===== config.mk =====
export PLATFORM = sky130hd
export DESIGN_NAME = demux_1to7_32bits_buffered
export DESIGN_NICKNAME = d
export VERILOG_FILES = /design/src/rtl/demux_1to7_32bits_buffered.sv
export SDC_FILE = /design/constraint.sdc
export NUM_CORES = 1
export LEC_CHECK = 0
export BUFFER_PORTS_ARGS = -buffer_cell sky130_fd_sc_hd__buf_4
export CORE_MARGIN = 8
export CORE_UTILIZATION = 49
export DETAILED_ROUTE_END_ITERATION = 7
export GPL_TIMING_DRIVEN = 0
export HOLD_SLACK_MARGIN = 0.05
export PLACE_DENSITY = 0.75
export REMOVE_ABC_BUFFERS = 1
export SLEW_MARGIN = 30
export SYNTH_ARGS = -nofsm -noshare
export SYNTH_HDL_FRONTEND = slang
export SYNTH_SLANG_ARGS = --single-unit

===== constraint.sdc =====
create_clock -name clk -period 2.5 [get_ports clk]
set_clock_uncertainty 0.1 [all_clocks]
set_input_delay 0 -clock clk [delete_from_list [all_inputs] [get_ports clk]]
set_output_delay 0 -clock clk [all_outputs]
set_load 0.005 [all_outputs]

===== src/rtl/demux_1to7_32bits_buffered.sv =====
// Buffered 1-to-N distributor: queues {word, destination} and presents the head word
// to one consumer channel at a time over a valid/ready handshake.
module demux_1to7_32bits_buffered #(
    parameter int unsigned DATA_W = 32,
    parameter int unsigned N_OUT  = 7,
    parameter int unsigned DEPTH  = 2
) (
    input  logic              clk,
    input  logic              reset_n,
    input  logic              in_valid,
    output logic              in_ready,
    input  logic [DATA_W-1:0] in_data,
    input  logic [2:0]        in_sel,
    output logic [DATA_W-1:0] out_data,
    output logic [N_OUT-1:0]  out_valid,
    input  logic [N_OUT-1:0]  out_ready,
    input  logic              clr_err,
    output logic              err_sel,
    output logic [7:0]        drop_cnt,
    output logic              busy
);

    localparam int unsigned PTR_W = $clog2(DEPTH);
    localparam int unsigned CNT_W = PTR_W + 1;
    localparam int unsigned SEL_W = 3;

    logic [DATA_W-1:0] mem_data [DEPTH];
    logic [SEL_W-1:0]  mem_sel  [DEPTH];

    logic [PTR_W-1:0]  wr_ptr, rd_ptr, wr_ptr_n, rd_ptr_n;
    logic [CNT_W-1:0]  count, count_n;
    logic              sel_ok, accept, push, drop, pop;
    logic [DATA_W-1:0] head_data_n;
    logic [SEL_W-1:0]  head_sel_n;
    logic [DATA_W-1:0] out_data_n;
    logic [N_OUT-1:0]  out_valid_n;
    logic              in_ready_n;
    logic              err_sel_n;
    logic [7:0]        drop_cnt_n;

    // Next-state: queue bookkeeping and the registered view of the next head entry.
    always_comb begin
        sel_ok      = 32'(in_sel) < N_OUT;
        accept      = in_valid && in_ready;
        push        = accept && sel_ok;
        drop        = accept && !sel_ok;
        pop         = |(out_valid & out_ready);
        wr_ptr_n    = push ? wr_ptr + PTR_W'(1) : wr_ptr;
        rd_ptr_n    = pop  ? rd_ptr + PTR_W'(1) : rd_ptr;
        count_n     = count + CNT_W'(push) - CNT_W'(pop);
        head_data_n = mem_data[rd_ptr_n];
        head_sel_n  = mem_sel[rd_ptr_n];
        out_data_n  = '0;
        out_valid_n = '0;
        // Queue drains to nothing but the word being written: it becomes the head.
        if (count == CNT_W'(pop)) begin
            head_data_n = in_data;
            head_sel_n  = in_sel;
        end
        if (count_n != '0) begin
            out_data_n  = head_data_n;
            out_valid_n = N_OUT'(1) << head_sel_n;
        end
        in_ready_n  = count_n != CNT_W'(DEPTH);
        drop_cnt_n  = (drop && drop_cnt != 8'hFF) ? drop_cnt + 8'd1 : drop_cnt;
        err_sel_n   = drop ? 1'b1 : (clr_err ? 1'b0 : err_sel);
    end

    // Storage write; contents are only read behind a non-zero count.
    always_ff @(posedge clk) begin
        if (push) begin
            mem_data[wr_ptr] <= in_data;
            mem_sel[wr_ptr]  <= in_sel;
        end
    end

    // State and registered outputs.
    always_ff @(posedge clk or negedge reset_n) begin
        if (!reset_n) begin
            wr_ptr    <= '0;
            rd_ptr    <= '0;
            count     <= '0;
            out_data  <= '0;
            out_valid <= '0;
            in_ready  <= 1'b0;
            busy      <= 1'b0;
            err_sel   <= 1'b0;
            drop_cnt  <= '0;
        end else begin
            wr_ptr    <= wr_ptr_n;
            rd_ptr    <= rd_ptr_n;
            count     <= count_n;
            out_data  <= out_data_n;
            out_valid <= out_valid_n;
            in_ready  <= in_ready_n;
            busy      <= count_n != '0;
            err_sel   <= err_sel_n;
            drop_cnt  <= drop_cnt_n;
        end
    end

endmodule

==> impl_results.md, run 1 <==
- Drt drc: 0
- Initial detailed-routing violation count: 121
- Antenna violations before repair: 0
- Via count: 3394
- First drt pass iteration count: 4
- Tot Pwr: 11.39 mW
- Remaining Overflow, GRT: 0
- Final Max Slew Viols: 0
- Share of layout cells above drive strength 1: 35.55%
- Share of synthesized registers carrying an async set or reset: 43.55%
- Post-Syn Area per Cell: 14.57 µm²
- Final hold violation count: 0
- Critical-path maximum fanout: 6
- Synth warnings: 0
- WP data required: 2.81 ns
- Sequential share of the synthesized area: 71.84%
- Power per cell area: 1587 nW/µm²
- Detail Placement HPWL: 6516 µm
- Cell Count Post-Placement: 550
- Placed Area: 5793 µm²
- Max Freq: 384.7 MHz
- Row count: 36
- Period utilisation layout: 104.0%
- CTS tree: done
- Gpl congestion: 0.8033
- PortBufs: 95
- Most frequent cells in the layout: buf_4, edfxtp_1, dfrtp_1, dlygate4sd3_1, mux2i_1
- Nets: 548
- Area Growth Syn to Fin: 49.27%
- Antenna Nets Post-Route: 0
- Avg WL per Cell: 19.06 µm
- Leak Pwr: 3.001 nW
- Pre-CTS setup slack: -0.8068 ns
- Yosys reg bits: 124
- Gr usage total: 18.75%
- Fill cells: 626
- Critical Path Sink Type: register
- Reg area: 3453 µm²
- Antenna cells: 0
- Setup ws final: -0.09955 ns
- CP arrival: 2.91 ns
- Unrepaired setup endpoints after global routing: yes
- Die Wd: 115.0 µm
- Worst Hold Class: in2reg
- Cell area after synthesis: 4807 µm²
- Die area: 13240 µm²
- Utilization after layout: 74.44%
- Clk_lat worst skew: 0.50 ns
- Boundary Pins: 96
- CORE AREA: 9639 µm²
- Hold WS: 0.1346 ns
- Synth Flop Type: edfxtp_1
- Worst-margin pin slew: 0.7369 ns
- EDFF count, synth: 70
- Maximum vdd drop: 0.7840 mV
- Distinct cells, synth: 36
- Setup Total Neg Slack: -1.724 ns
- Fin area: 7176 µm²
- Violated checks: negative setup slack
- Final wirelength: 12300 µm
- First-pass GRT wire length: 18750 µm
- Commonest non-fill, non-tap cell in the layout: buf_4
- Largest net degree at the start of global routing: 55
- Slew margin rel.: 50.87%
- Clk sinks: 124
- Die height: 115.0 µm
- H-tree levels: 4
- Endpoints failing setup: 36
- CTS Buffer Depth: 2
- Via-to-Cell Ratio: 5.262
- CTS root buf: clkbuf_8
- Final Non-Filler Cells: 645
- Mapped Cells: 330
- CP startpoint kind: register
- Period minus WS final: 2.600 ns
- Starting Density: 49.87%
- Setup CP Type: reg2reg
- Multi-input gate area: 1441 µm²
- Clock slew at reported path FFs: 0.06 ns
- Total CTS buffers: 17
- Maxcap violations: 0
- Status: complete, but fails checks
- Vias in the first global route: 3616
==> kinds of logic (layout without fill, tap and decap cells) <==
logic type	after synthesis	count (layout)	synth area share, %
flops	124	124	71.84
buf+inv	25	207	2.499
mux	41	41	8.667
compound gates	83	83	9.240
simple gates	43	43	4.815
xor+xnor	11	11	2.161
fa+ha+maj	3	3	0.7809
==> power breakdown <==
group	switching [mW]	internal, mW	total [mW]
combinational	3.22	2.74	5.96
sequential	0.277	2.87	3.15
clock	0.808	1.46	2.27
==> final cells by class <==
class	instances	share of cell area, %
Timing Repair Buffer	160	19.97
Clock inverter	8	1.308
Sequential cell	124	48.13
Clock buffer	24	6.417
Timing Repair inverter	6	1.133
Multi-Input combinational cell	181	20.09
Inverter	9	0.6452
Tap cell	133	2.319
==> worst max-delay path, stage by stage, from the launching register on <==
cell and delay [ns]:
dfrtp_1 0.37, a222oi_1 0.39, nand3_2 0.16, ha_4 0.29
inv_2 0.04, ha_4 0.16, xnor2_4 0.14, xnor2_2 0.27
nor2_4 0.09, buf_12 0.18, inv_12 0.09, o21ai_0 0.07
a21oi_1 0.14
==> state kept, by name, indices dropped and copies added, names as in the netlist <==
| name | count |
|---|---|
| mem_data | 64 |
| in_ready | 1 |
| count | 2 |
| out_data | 32 |
| busy | 1 |
| wr_ptr | 1 |
| rd_ptr | 1 |
| drop_cnt | 8 |
| err_sel | 1 |
| out_valid | 7 |
| mem_sel | 6 |
==> path summary, 6_finish.rpt <==
| check | from | end | slack (ns) | cells after the start |
|---|---|---|---|---|
| min | in_data[26] | mem_data[0][26] | 0.13 | 2 |
| min in group asynchronous | reset_n | rd_ptr | 0.55 | 3 |
| max reg2reg | out_valid[3] | out_valid[0] | -0.1 | 12 |
| min reg2reg | drop_cnt[7] | drop_cnt[7] | 0.40 | 1 |
| max in group asynchronous | reset_n | out_data[24] | 1.26 | 3 |
| max | out_valid[3] | out_valid[0] | -0.1 | 12 |
==> cell usage after synthesis, drive strengths merged, types with 2 or more instances <==
master,count,area (µm²)
o21ai,35,175.2
buf,10,63.81
inv,9,33.79
ha,3,37.54
xnor2,8,77.58
nand3,5,25.02
a211oi,4,30.03
a31oi,3,18.77
dfrtp,54,1351
a21oi,36,180.2
clkbuf,6,22.52
nor2,10,37.54
mux2i,39,394.1
nor3,7,35.03
mux2,2,22.52
nor3b,6,45.04
nand3b,2,15.01
and3b,2,17.52
a22oi,2,15.01
edfxtp,70,2102
nand2,6,22.52
xor2,3,26.28
==> timing repair <==
item / CTS / global route
setup buffers: 6 / 5
cloned: 4 / 2
pin swaps: 4 / 3
hold buffers: 47 / 0
setup endpoints to repair: 40 / 38
endpoints found under the hold margin: 170 / 0
resized for setup: 44 / 25
==> layer usage <==
layer  up-vias  global-route usage, %  part of all wire (%)
met5         -                      0                     0
met4         0                  8.669                   2.4
met1      1688                  21.07                    40
li1       1573                      -                     -
met2       110                  32.50                    52
met3        23                  5.200                   5.4
Power figures use the tool's default switching activity.
==> inputs of run 2 (changes only) <==
- SKIP_CTS_REPAIR_TIMING: unset -> 1
==> impl_results.md, run 2 (synthesized netlist as in run 1, its figures left out) <==
- Status: complete, but fails checks (unchanged)
- Violated checks: negative hold slack, negative setup slack (was negative setup slack)
- Maximum vdd drop: 0.7378 mV (was 0.7840 mV)
- Fin area: 7118 µm² (was 7176 µm²)
- Slowest CP cell: a222oi_1 (unchanged)
- Fill cells: 628 (was 626)
- Antenna violations before repair: 0 (unchanged)
- Maxcap violations: 0 (unchanged)
- Share of layout cells above drive strength 1: 34.33% (was 35.55%)
- Hold WS: -0.002169 ns (was 0.1346 ns)
- WP data required: 2.81 ns (about the same)
- H-tree levels: 4 (unchanged)
- Clk_lat worst skew: 0.50 ns (about the same)
- Antenna Nets Post-Route: 0 (unchanged)
- CTS Buffer Depth: 2 (unchanged)
- Detail Placement HPWL: 6516 µm (unchanged)
- Slew margin rel.: 50.86% (was 50.87%)
- Reg area: 3453 µm² (unchanged)
- Critical-path maximum fanout: 8 (was 6)
- Initial detailed-routing violation count: 115 (was 121)
- Setup CP Type: reg2reg (unchanged)
- Gr usage total: 15.90% (was 18.75%)
- Placed Area: 5793 µm² (unchanged)
- Die Wd: 115.0 µm (unchanged)
- Nets: 540 (was 548)
- Power per cell area: 1563 nW/µm² (was 1587 nW/µm²)
- Die area: 13240 µm² (unchanged)
- Final hold violation count: 1 (was 0)
- Avg WL per Cell: 18.19 µm (was 19.06 µm)
- Via-to-Cell Ratio: 5.237 (was 5.262)
- First drt pass iteration count: 4 (unchanged)
- Setup ws final: -0.2268 ns (was -0.09955 ns)
- Antenna cells: 0 (unchanged)
- Clk sinks: 124 (unchanged)
- Drt drc: 0 (unchanged)
- CTS tree: done (unchanged)
- Total CTS buffers: 17 (unchanged)
- Worst Hold Class: in2async (was in2reg)
- Most frequent cells in the layout: buf_4, edfxtp_1, dfrtp_1, dlygate4sd3_1, mux2i_1 (unchanged)
- Final wirelength: 11590 µm (was 12300 µm)
- Period utilisation layout: 109.1% (was 104.0%)
- PortBufs: 95 (unchanged)
- Most flop-heavy register: mem_data (unchanged)
- Crit path cell chain: a222oi_1 > nand3_2 > ha_4 > inv_2 > ha_4 > xnor2_4 > xnor2_2 > nor2_4 > bufinv_16 > o21ai_2 > a21oi_1 (was a222oi_1 > nand3_2 > ha_4 > inv_2 > ha_4 > xnor2_4 > xnor2_2 > nor2_4 > buf_12 > inv_12 > o21ai_0 > a21oi_1)
- Endpoints failing setup: 37 (was 36)
- Critical Path Sink Type: register (unchanged)
- Largest net degree at the start of global routing: 55 (unchanged)
- Row count: 36 (unchanged)
- Gpl congestion: 0.8033 (unchanged)
- Starting Density: 49.87% (unchanged)
- Area Growth Syn to Fin: 48.07% (was 49.27%)
- Critical Path Max Stage Delay: 0.42 ns (was 0.39 ns)
- CTS root buf: clkbuf_8 (unchanged)
- Max Freq: 366.7 MHz (was 384.7 MHz)
- Leak Pwr: 2.969 nW (was 3.001 nW)
- CP top delay family: compound AO/OA/AOI/OAI gates (unchanged)
- CP arrival: 3.03 ns (was 2.91 ns)
- Via count: 3336 (was 3394)
- CP startpoint kind: register (unchanged)
- Setup Total Neg Slack: -6.551 ns (was -1.724 ns)
- Crit-path most repeated cell: ha_4 (unchanged)
- Die height: 115.0 µm (unchanged)
- Biggest regs: mem_data (64), out_data (32), drop_cnt (8) (unchanged)
- Final Max Slew Viols: 0 (unchanged)
- CORE AREA: 9639 µm² (unchanged)
- Unrepaired setup endpoints after global routing: yes (unchanged)
- Clock slew at reported path FFs: 0.06 ns (about the same)
- Boundary Pins: 96 (unchanged)
- Remaining Overflow, GRT: 0 (unchanged)
- CP Buf/Inv Count: 2 (was 3)
- Vias in the first global route: 3294 (was 3616)
- First-pass GRT wire length: 16150 µm (was 18750 µm)
- Period minus WS final: 2.727 ns (was 2.600 ns)
- Commonest non-fill, non-tap cell in the layout: buf_4 (unchanged)
- Worst-margin pin slew: 0.7370 ns (was 0.7369 ns)
- Multi-input gate area: 1445 µm² (was 1441 µm²)
- Max reg flops: 64 (unchanged)
run 2: cell types whose count changed in the layout (fill, tap and decap cells not counted), moves of 2 or more:
| cell | previous run | this run |
|---|---|---|
| a211oi_2 | 3 | 0 |
| o21ai_1 | 12 | 16 |
| a21oi_1 | 31 | 29 |
| a21oi_2 | 5 | 7 |
| o21ai_0 | 7 | 4 |
| o21ai_4 | 2 | 4 |
| buf_4 | 103 | 98 |
| o21ai_2 | 14 | 11 |
| a211oi_1 | 1 | 4 |
| inv_6 | 2 | 0 |
| inv_12 | 2 | 0 |
run 2: worst register-to-register path, cell delays in order, from the launching register on:
cell       delay (ns)
dfrtp_1          0.37
a222oi_1         0.42
nand3_2          0.20
ha_4             0.31
inv_2            0.04
ha_4             0.16
xnor2_4          0.12
xnor2_2          0.30
nor2_4           0.14
bufinv_16        0.24
o21ai_2          0.06
a21oi_1          0.17
run 2: per-layer routing:
layer	track usage, %	share of wire (%)	up-vias
met3	5.042	6.0	25
met4	6.743	2.6	0
met5	0	0	-
met2	28.22	51	97
li1	-	-	1558
met1	17.10	40	1656
run 2: worst paths after layout:
check	start	endpoint	slack, ns	cells after the start
setup / recovery	out_valid[3]	out_data[25]	-0.23	11
hold / removal	reset_n	rd_ptr	-0.002	2
setup reg to reg	out_valid[3]	out_data[25]	-0.23	11
hold reg to reg	drop_cnt[7]	drop_cnt[7]	0.40	1
max in group asynchronous	reset_n	out_data[18]	1.80	2
min in group clk	out_ready[3]	rd_ptr	0.09	6
run 2: per-stage QoR:
step	instances	hold slack [ns]	setup WS, ns	util (%)	total power, mW
after floorplan	314	-0.3956	-0.8607	-	5.559
after global placement	542	0.002700	-1.861	58.10	6.631
after detailed placement	550	0.01546	-0.8068	60.10	7.207
after CTS	582	-0.5275	-0.8217	65.85	9.529
after global routing	637	0.05952	-0.3365	73.84	11.77
final	637	-0.002169	-0.2268	73.84	11.13
run 2: area by class of cell:
class                   instances  area share [%]
flip-flops and latches        124           48.51
multi-input cells             181           20.30
repair buffers                155           19.62
clock buffers                  24           6.469
well taps                     133           2.338
clock inverters                 8           1.318
inverters                       9          0.8437
repair inverters                3          0.5976
run 2: power breakdown:
part	internal, mW	switching [mW]
clock network	1.46	0.809
registers	2.87	0.273
logic	2.78	2.93
total	7.11	4.02
